**config.mk**
```make
export PLATFORM = sky130hd
export DESIGN_NAME = gfx256_wide_reader
export DESIGN_NICKNAME = d
export VERILOG_FILES = /design/src/rtl/gfx256_pkg.sv /design/src/rtl/gfx256_wide_reader.sv
export SDC_FILE = /design/constraint.sdc
export NUM_CORES = 1
export LEC_CHECK = 0
export CAP_MARGIN = 20
export CORE_UTILIZATION = 50
export CTS_CLUSTER_SIZE = 40
export DETAILED_ROUTE_END_ITERATION = 8
export HOLD_SLACK_MARGIN = 0.12
export PLACE_DENSITY_LB_ADDON = 0.25
export SYNTH_ARGS = -nofsm -noshare
export SYNTH_HDL_FRONTEND = slang
export SYNTH_SLANG_ARGS = --single-unit
```
**constraint.sdc**
```tcl
create_clock -name clk_i -period 28.1 [get_ports clk_i]
set_input_delay 5.62 -clock clk_i [delete_from_list [all_inputs] [get_ports clk_i]]
set_output_delay 5.62 -clock clk_i [all_outputs]
set_load 0.02 [all_outputs]
```
**src/rtl/gfx256_pkg.sv**
```systemverilog
// Shared types and constants for the 256-bit wide line reader.
// Holds the FSM state encoding, the beat count and Wishbone CTI codes.
package gfx256_pkg;

  typedef enum logic [2:0] {
    IDLE,
    HIT,
    FETCH,
    DONE,
    WAITLOW
  } state_e;

  localparam int BEATS = 8;

  localparam logic [2:0] CTI_INCR = 3'b010;
  localparam logic [2:0] CTI_EOB  = 3'b111;

endpackage

```
**src/rtl/gfx256_wide_reader.sv**
```systemverilog
// Reads a 256-bit line over a 32-bit Wishbone burst.
// A one-line buffer short-circuits repeated full-line reads.
module gfx256_wide_reader
  import gfx256_pkg::*;
#(
  parameter bit CACHE_EN = 1'b1
) (
  input  logic         clk_i,
  input  logic         rst_i,
  input  logic         req_i,
  input  logic [31:0]  sel_i,
  input  logic [31:0]  adr_i,
  output logic [255:0] dat_o,
  output logic         ack_o,
  output logic         err_o,
  input  logic         inv_i,
  output logic         m_cyc_o,
  output logic         m_stb_o,
  output logic         m_we_o,
  output logic [2:0]   m_cti_o,
  output logic [3:0]   m_sel_o,
  output logic [31:0]  m_adr_o,
  input  logic [31:0]  m_dat_i,
  input  logic         m_ack_i,
  input  logic         m_err_i
);

  state_e         state_q, state_d;
  logic [26:0]    adr_q, adr_d;
  logic [31:0]    sel_q, sel_d;
  logic [2:0]     beat_q, beat_d;
  logic [255:0]   dat_q, dat_d;
  logic           valid_q, valid_d;
  logic           err_q, err_d;
  logic           hit;
  logic           last;
  logic [31:0]    lane;

  // Buffered line matches the incoming request.
  assign hit  = CACHE_EN && valid_q
                && (adr_q == adr_i[31:5]);
  assign last = (beat_q == 3'(BEATS - 1));
  assign lane = (sel_q[{beat_q, 2'b00} +: 4] != 4'h0)
                ? m_dat_i : 32'h0;

  // State register.
  always_ff @(posedge clk_i or posedge rst_i) begin
    if (rst_i) state_q <= IDLE;
    else       state_q <= state_d;
  end

  // Next-state logic.
  always_comb begin
    state_d = state_q;
    unique case (state_q)
      IDLE:    if (req_i) state_d = hit ? HIT : FETCH;
      HIT:     state_d = WAITLOW;
      FETCH: begin
        if (m_err_i)              state_d = DONE;
        else if (m_ack_i && last) state_d = DONE;
      end
      DONE:    state_d = WAITLOW;
      WAITLOW: if (!req_i) state_d = IDLE;
      default: state_d = IDLE;
    endcase
  end

  // Outputs decoded from state and datapath registers.
  always_comb begin
    ack_o   = (state_q == HIT) || (state_q == DONE);
    err_o   = (state_q == DONE) && err_q;
    m_cyc_o = (state_q == FETCH);
    m_stb_o = (state_q == FETCH);
    m_we_o  = 1'b0;
    m_cti_o = 3'b000;
    m_sel_o = 4'h0;
    m_adr_o = 32'h0;
    if (state_q == FETCH) begin
      m_cti_o = last ? CTI_EOB : CTI_INCR;
      m_sel_o = sel_q[{beat_q, 2'b00} +: 4];
      m_adr_o = {adr_q, beat_q, 2'b00};
    end
    dat_o = dat_q;
  end

  // Request latch, beat counter, line fill and valid tracking.
  always_comb begin
    adr_d   = adr_q;
    sel_d   = sel_q;
    beat_d  = beat_q;
    dat_d   = dat_q;
    valid_d = valid_q;
    err_d   = err_q;
    unique case (state_q)
      IDLE: begin
        if (req_i) begin
          adr_d  = adr_i[31:5];
          sel_d  = sel_i;
          beat_d = 3'd0;
          err_d  = 1'b0;
          // A miss overwrites the buffer, so it is no longer trustworthy.
          if (!hit) valid_d = 1'b0;
        end
      end
      FETCH: begin
        if (m_err_i) begin
          for (int i = 0; i < BEATS; i++) begin
            if (i >= int'(beat_q)) dat_d[i*32 +: 32] = 32'h0;
          end
          err_d   = 1'b1;
          valid_d = 1'b0;
          beat_d  = 3'd0;
        end else if (m_ack_i) begin
          dat_d[{beat_q, 5'b00000} +: 32] = lane;
          beat_d = beat_q + 3'd1;
          if (last) valid_d = &sel_q;
        end
      end
      default: ;
    endcase
    if (inv_i) valid_d = 1'b0;
  end

  // Datapath registers.
  always_ff @(posedge clk_i or posedge rst_i) begin
    if (rst_i) begin
      adr_q   <= '0;
      sel_q   <= '0;
      beat_q  <= '0;
      dat_q   <= '0;
      valid_q <= 1'b0;
      err_q   <= 1'b0;
    end else begin
      adr_q   <= adr_d;
      sel_q   <= sel_d;
      beat_q  <= beat_d;
      dat_q   <= dat_d;
      valid_q <= valid_d;
      err_q   <= err_d;
    end
  end

endmodule

```
* Word level (Yosys, flattened, before mapping) *
Index checks and enable logic that the tools add are counted.

storage, ports and cells
  register bits after elaboration = 323
  input port bits = 102
  output and inout bits = 300
  logic and storage cells = 107

cells by class
  add/sub/neg operators = 2
  $lt $le $gt $ge = 7
  equality and inequality tests = 22
  shift-type cells = 3
  mux-type cells = 35
  reduce and logical (&&, ||, !) cells = 24

operator list
  kind                                                                                count
  256-bit two-way mux                                                                 2
  32-bit two-way mux                                                                  9
  256-bit bitwise mux                                                                 1
  32-bit by 10-bit variable shift with 256-bit output, first input constant           1
  32-bit by 10-bit variable part select with 256-bit output                           1
  32-bit AND reduction                                                                1
  32-bit by 6-bit variable part select with 4-bit output                              1
  3-bit AND reduction                                                                 10
  27-bit == test                                                                      1
  3-bit two-way mux                                                                   9
  2-bit by 1-bit inequality test with 1-bit output, second input constant             8
  3-bit one-hot mux with 4 select lines                                               1
  8-bit negator with 10-bit output                                                    1
  3-bit greater-or-equal comparator, first input constant                             3
  1-bit two-way mux                                                                   8
  4-bit by 2-bit inequality test with 1-bit output, second input constant             2
  3-bit by 2-bit == test with 1-bit output, second input constant                     2
  3-bit == test, second input constant                                                2
  1-bit by 3-bit greater-or-equal comparator with 1-bit output, first input constant  2
  2-bit by 3-bit greater-or-equal comparator with 1-bit output, first input constant  2
  3-bit by 1-bit inequality test with 1-bit output, second input constant             2
  3-bit inequality test, second input constant                                        2
  3-bit one-hot mux with 2 select lines                                               1
  5-bit AND reduction                                                                 1
  14 further kinds                                                                    20

* Longest topological paths before layout *
  depth in word-level cells = 7
  mapped depth = 12

* Least setup slack after synthesis *
Ideal clock, no wire load.

  path kind = register -> output
  start = reg state_q[1]
  end = out m_cti_o[2]
  arrival time = 1.831 ns
  required time = 22.480 ns
  slack = 20.649 ns
  cell stages (with the launch flop) = 7
  buffers on the path = 3
  cells stage by stage = dfrtp_1 buf_2 or3b_1 inv_2 clkbuf_1 and2_1 buf_4

between the ends
  cells in the longest elaborated chain, start to end = 2

RTL lines
  what                                      line                      source
  start, declared                           gfx256_wide_reader.sv:28  state_e state_q, state_d;
  start signal, assigned                    gfx256_wide_reader.sv:49  else state_q <= state_d;
  3-bit by 2-bit == test with 1-bit output  n/a
  via m_cyc_o                               gfx256_wide_reader.sv:17  output logic m_cyc_o,
  3-bit two-way mux                         gfx256_wide_reader.sv:78  if (state_q == FETCH) begin
  end, declared                             gfx256_wide_reader.sv:20  output logic [2:0] m_cti_o,

The timed path passes the listed nets, and every way through them passes these cells.

* Final worst setup path *
  start = reg state_q[1]
  end = out m_cti_o[0]

between the ends
  cells in the longest elaborated chain, start to end = 2

RTL lines
  what                                      line
  3-bit by 2-bit == test with 1-bit output  gfx256_wide_reader.sv:78
  3-bit two-way mux                         gfx256_wide_reader.sv:78

Every way passes these cells.

==> impl_results.md <==
* Critical R2R Launch: beat_q[0]$_DFFE_PP0P_
* Ant. Diodes at 0
* CTS sink count at 323
* First-pass DRT Iterations at 8
* CP Launch Point: state_q[1]$_DFFE_PP0P_
* Largest net degree at the start of global routing at 90
* CTS Hold Bufs at 0
* Total Routed Length at approximately 43000 um
* Worst skew pair latency at 520 ps
* TNS Setup at 0 ps
* Number of global-route vias before repair at 11460
* Power Total at 1461 uW
* DRC viols at 60
* Clk root buf: clkbuf_16
* Crit. End Element: output port
* Gr usage total at a little under a third
* Post-cts repair resize count at 0
* YS warnings at 0
* Leakage power at about 0.0082 uW
* Power per cell area at 78.26 nW/um2
* Worst EP required at 22480 ps
* Status: finished, violations left
* Vias per inst at 5.778
* Critical path's largest stage delay at about 630 ps
* Antenna violations before repair at 0
* Top Ports at 402
* Ys async rst share at 100.0%
* CTS Buffer Depth at 3
* Max Clock Skew at 20.06 ps
* WL per Instance at between 20 and 25 um
* Leading cell types in the layout, fill and taps excluded: clkdlybuf4s50_1, nand2_1, dfrtp_1
* CP arrival at 3050 ps
* Tmin final at about 8700 ps
* Rows at 59
* Max Cap Violations at 0
* Slowest library cell on the worst path: clkdlybuf4s50_1
* Synth area leaders: dfrtp_1, nand2_1, a22o_1
* Share of post-route cells with drive strength above 1 at under 10%
* First-pass GRT wire length at 66850 um
* Fmax at 115.4 MHz
* Seq cells post-synth at ~320
* Syn Area/Cell at 10.44 um2
* Post-synth EDFFs at 0
* CTS Buf Count at 34
* Final Setup Violations at 0
* PortBufs at around 400
* Hold_sp: dat_o[228]$_DFFE_PP0P_
* CP Cell Sequence: or3b_1 > inv_2 > and2_1 > clkdlybuf4s50_1
* Post-CTS Setup Inserts at 0
* Worst-path clk slew at 60 ps
* RSZ-0062 raised after global routing: false
* Top delay family on crit path: buffers and inverters
* Vias at 11540
* Synth cell types at 53
* DIE AREA at 27450 um2
* Yosys top cell area share at 60.33%
* CTS tree: yes
* Crit path kind: flip-flop to output port
* Synthesized cell area at 13400 um2
* DP HPWL at 29080 um
* Worst IR drop on VDD at between 0.05 and 0.06 mV
* Overflow after GRT at 0
* Final ANT Viol Nets at 0
* Seq/Total Area, Yosys at 60.33%
* Worst hold path type: flip-flop to flip-flop
* Initial Util at around half
* Worst Path Max Fanout at 37
* Initial DRC count at 1025
* Final Slew Violations at 0
* Max_slew headroom at 25.47%
* Final nets at 1751
* Die H at 165.7 um
* Post-synthesis cell type with the largest combined area: dfrtp_1
* Prevailing post-synth register cell: dfrtp_1
* Failing checks: DRC
* DIE WIDTH at ~170 um
* Hold Vio Cnt, Final at 0
* Core footprint at 26210 um2
* Period utilization at a little under a third
* H-tree depth at 2
* Post-synthesis instance total at 1283
* Layout overhead on the synthesized area at 39.37%
* Placer Congestion at 0.8837
* Startpoint Class: flip-flop
* Most common cell after layout, fill and taps aside: clkdlybuf4s50_1
* Worst Tran Pin Value at 1114 ps
* Critical path buffer and inverter count at 2
## metrics by stage
| stage | area, um2 | setup WS (ps) | utilization, % | cells | hold WS [ps] |
|---|---|---|---|---|---|
| 3_3_place_gp | 17550 | 19420 | 66.99 | 1936 | 461.0 |
| 3_5_place_dp | 17580 | 19400 | 67.07 | 1938 | 469.0 |
| 6_report | 18670 | 19430 | 71.24 | 1998 | 477.2 |
| 4_1_cts | 18640 | 19450 | 71.14 | 1997 | 482.9 |
| 5_1_grt | 18670 | 19310 | 71.24 | 1998 | 497.9 |
| 2_1_floorplan | 13400 | 13540 | - | 1285 | 438.5 |
## area by class of cell
cell class | count | area (um2)
flip-flops and latches | 323 | 8083
fillers | 1933 | 7536
multi-input cells | 859 | 4955
repair buffers | 413 | 4106
clock buffers | 47 | 929.6
well taps | 335 | 419.2
clock inverters | 12 | 136.4
inverters | 9 | 41.29
## path summary, 6_finish.rpt
path,end,slack [ps],cells past startpoint
min reg2reg,dat_o[228]$_DFFE_PP0P_,480,2
max,m_cti_o[0],19430,4
min,dat_o[228]$_DFFE_PP0P_,480,2
max reg2reg,dat_o[142]$_DFFE_PP0P_,24080,9
min in group asynchronous,dat_o[215]$_DFFE_PP0P_,5610,2
max in group asynchronous,dat_o[233]$_DFFE_PP0P_,20500,5
## Yosys cell counts, types with 3 or more instances
master / n
clkbuf_2: 6
clkbuf_1: 59
a21oi_1: 6
buf_1: 4
buf_4: 6
nor2_1: 12
nand2_1: 390
o31ai_1: 3
ha_1: 9
dfrtp_1: 323
nand3_1: 6
xor2_1: 4
buf_2: 18
inv_2: 3
nor3b_1: 3
o21ai_0: 122
a22o_1: 97
o21ai_1: 14
xnor2_1: 23
or4_1: 3
inv_1: 6
and2_1: 28
nand4_1: 16
a32o_1: 34
nor4_1: 7
mux4_2: 8
nor3_1: 7
nor2b_1: 34
or3_1: 3
## sequential cells by signal, summed over array words and instances (netlist names)
name / count
state_q: 3
sel_q: 32
adr_q: 27
dat_o: 256
beat_q: 3
err_q: 1
valid_q: 1
## per-layer routing
layer	up-vias	global-route usage, %	routed length (um)
li1	5123	-	-
met1	5745	40.48	17050
met2	574	52.06	20660
met3	102	6.476	3411
met4	0	11.78	1624
met5	-	0	0
## tightest hold or removal path: stages, from the launching register on
cell	delay (ps)
dfrtp_1	340
nand2_1	50
o21ai_0	60
## logic make-up (layout without fill, tap and decap cells)
| family | after synthesis | after routing | synth area share (%) |
|---|---|---|---|
| AOI/OAI and AO/OA | 290 | 290 | 15.32 |
| xor gates and xnor gates | 27 | 27 | 1.765 |
| adders and majority gates | 9 | 9 | 0.8406 |
| buffers and inverters | 103 | 481 | 3.334 |
| DFF | 323 | 323 | 60.33 |
| muxes | 8 | 8 | 1.345 |
| other | 1 | 3 | 0.02799 |
| and+or+nand+nor | 522 | 522 | 17.04 |
## power by group
group | switching [uW] | internal (uW) | leakage [uW]
Clock | 183 | 252 | 0.000513
Sequential | 57.3 | 525 | 0.00440
Combinational | 279 | 165 | 0.00333
Total | 519 | 942 | 0.00825
No activity file was read; power rests on OpenSTA's default activity.
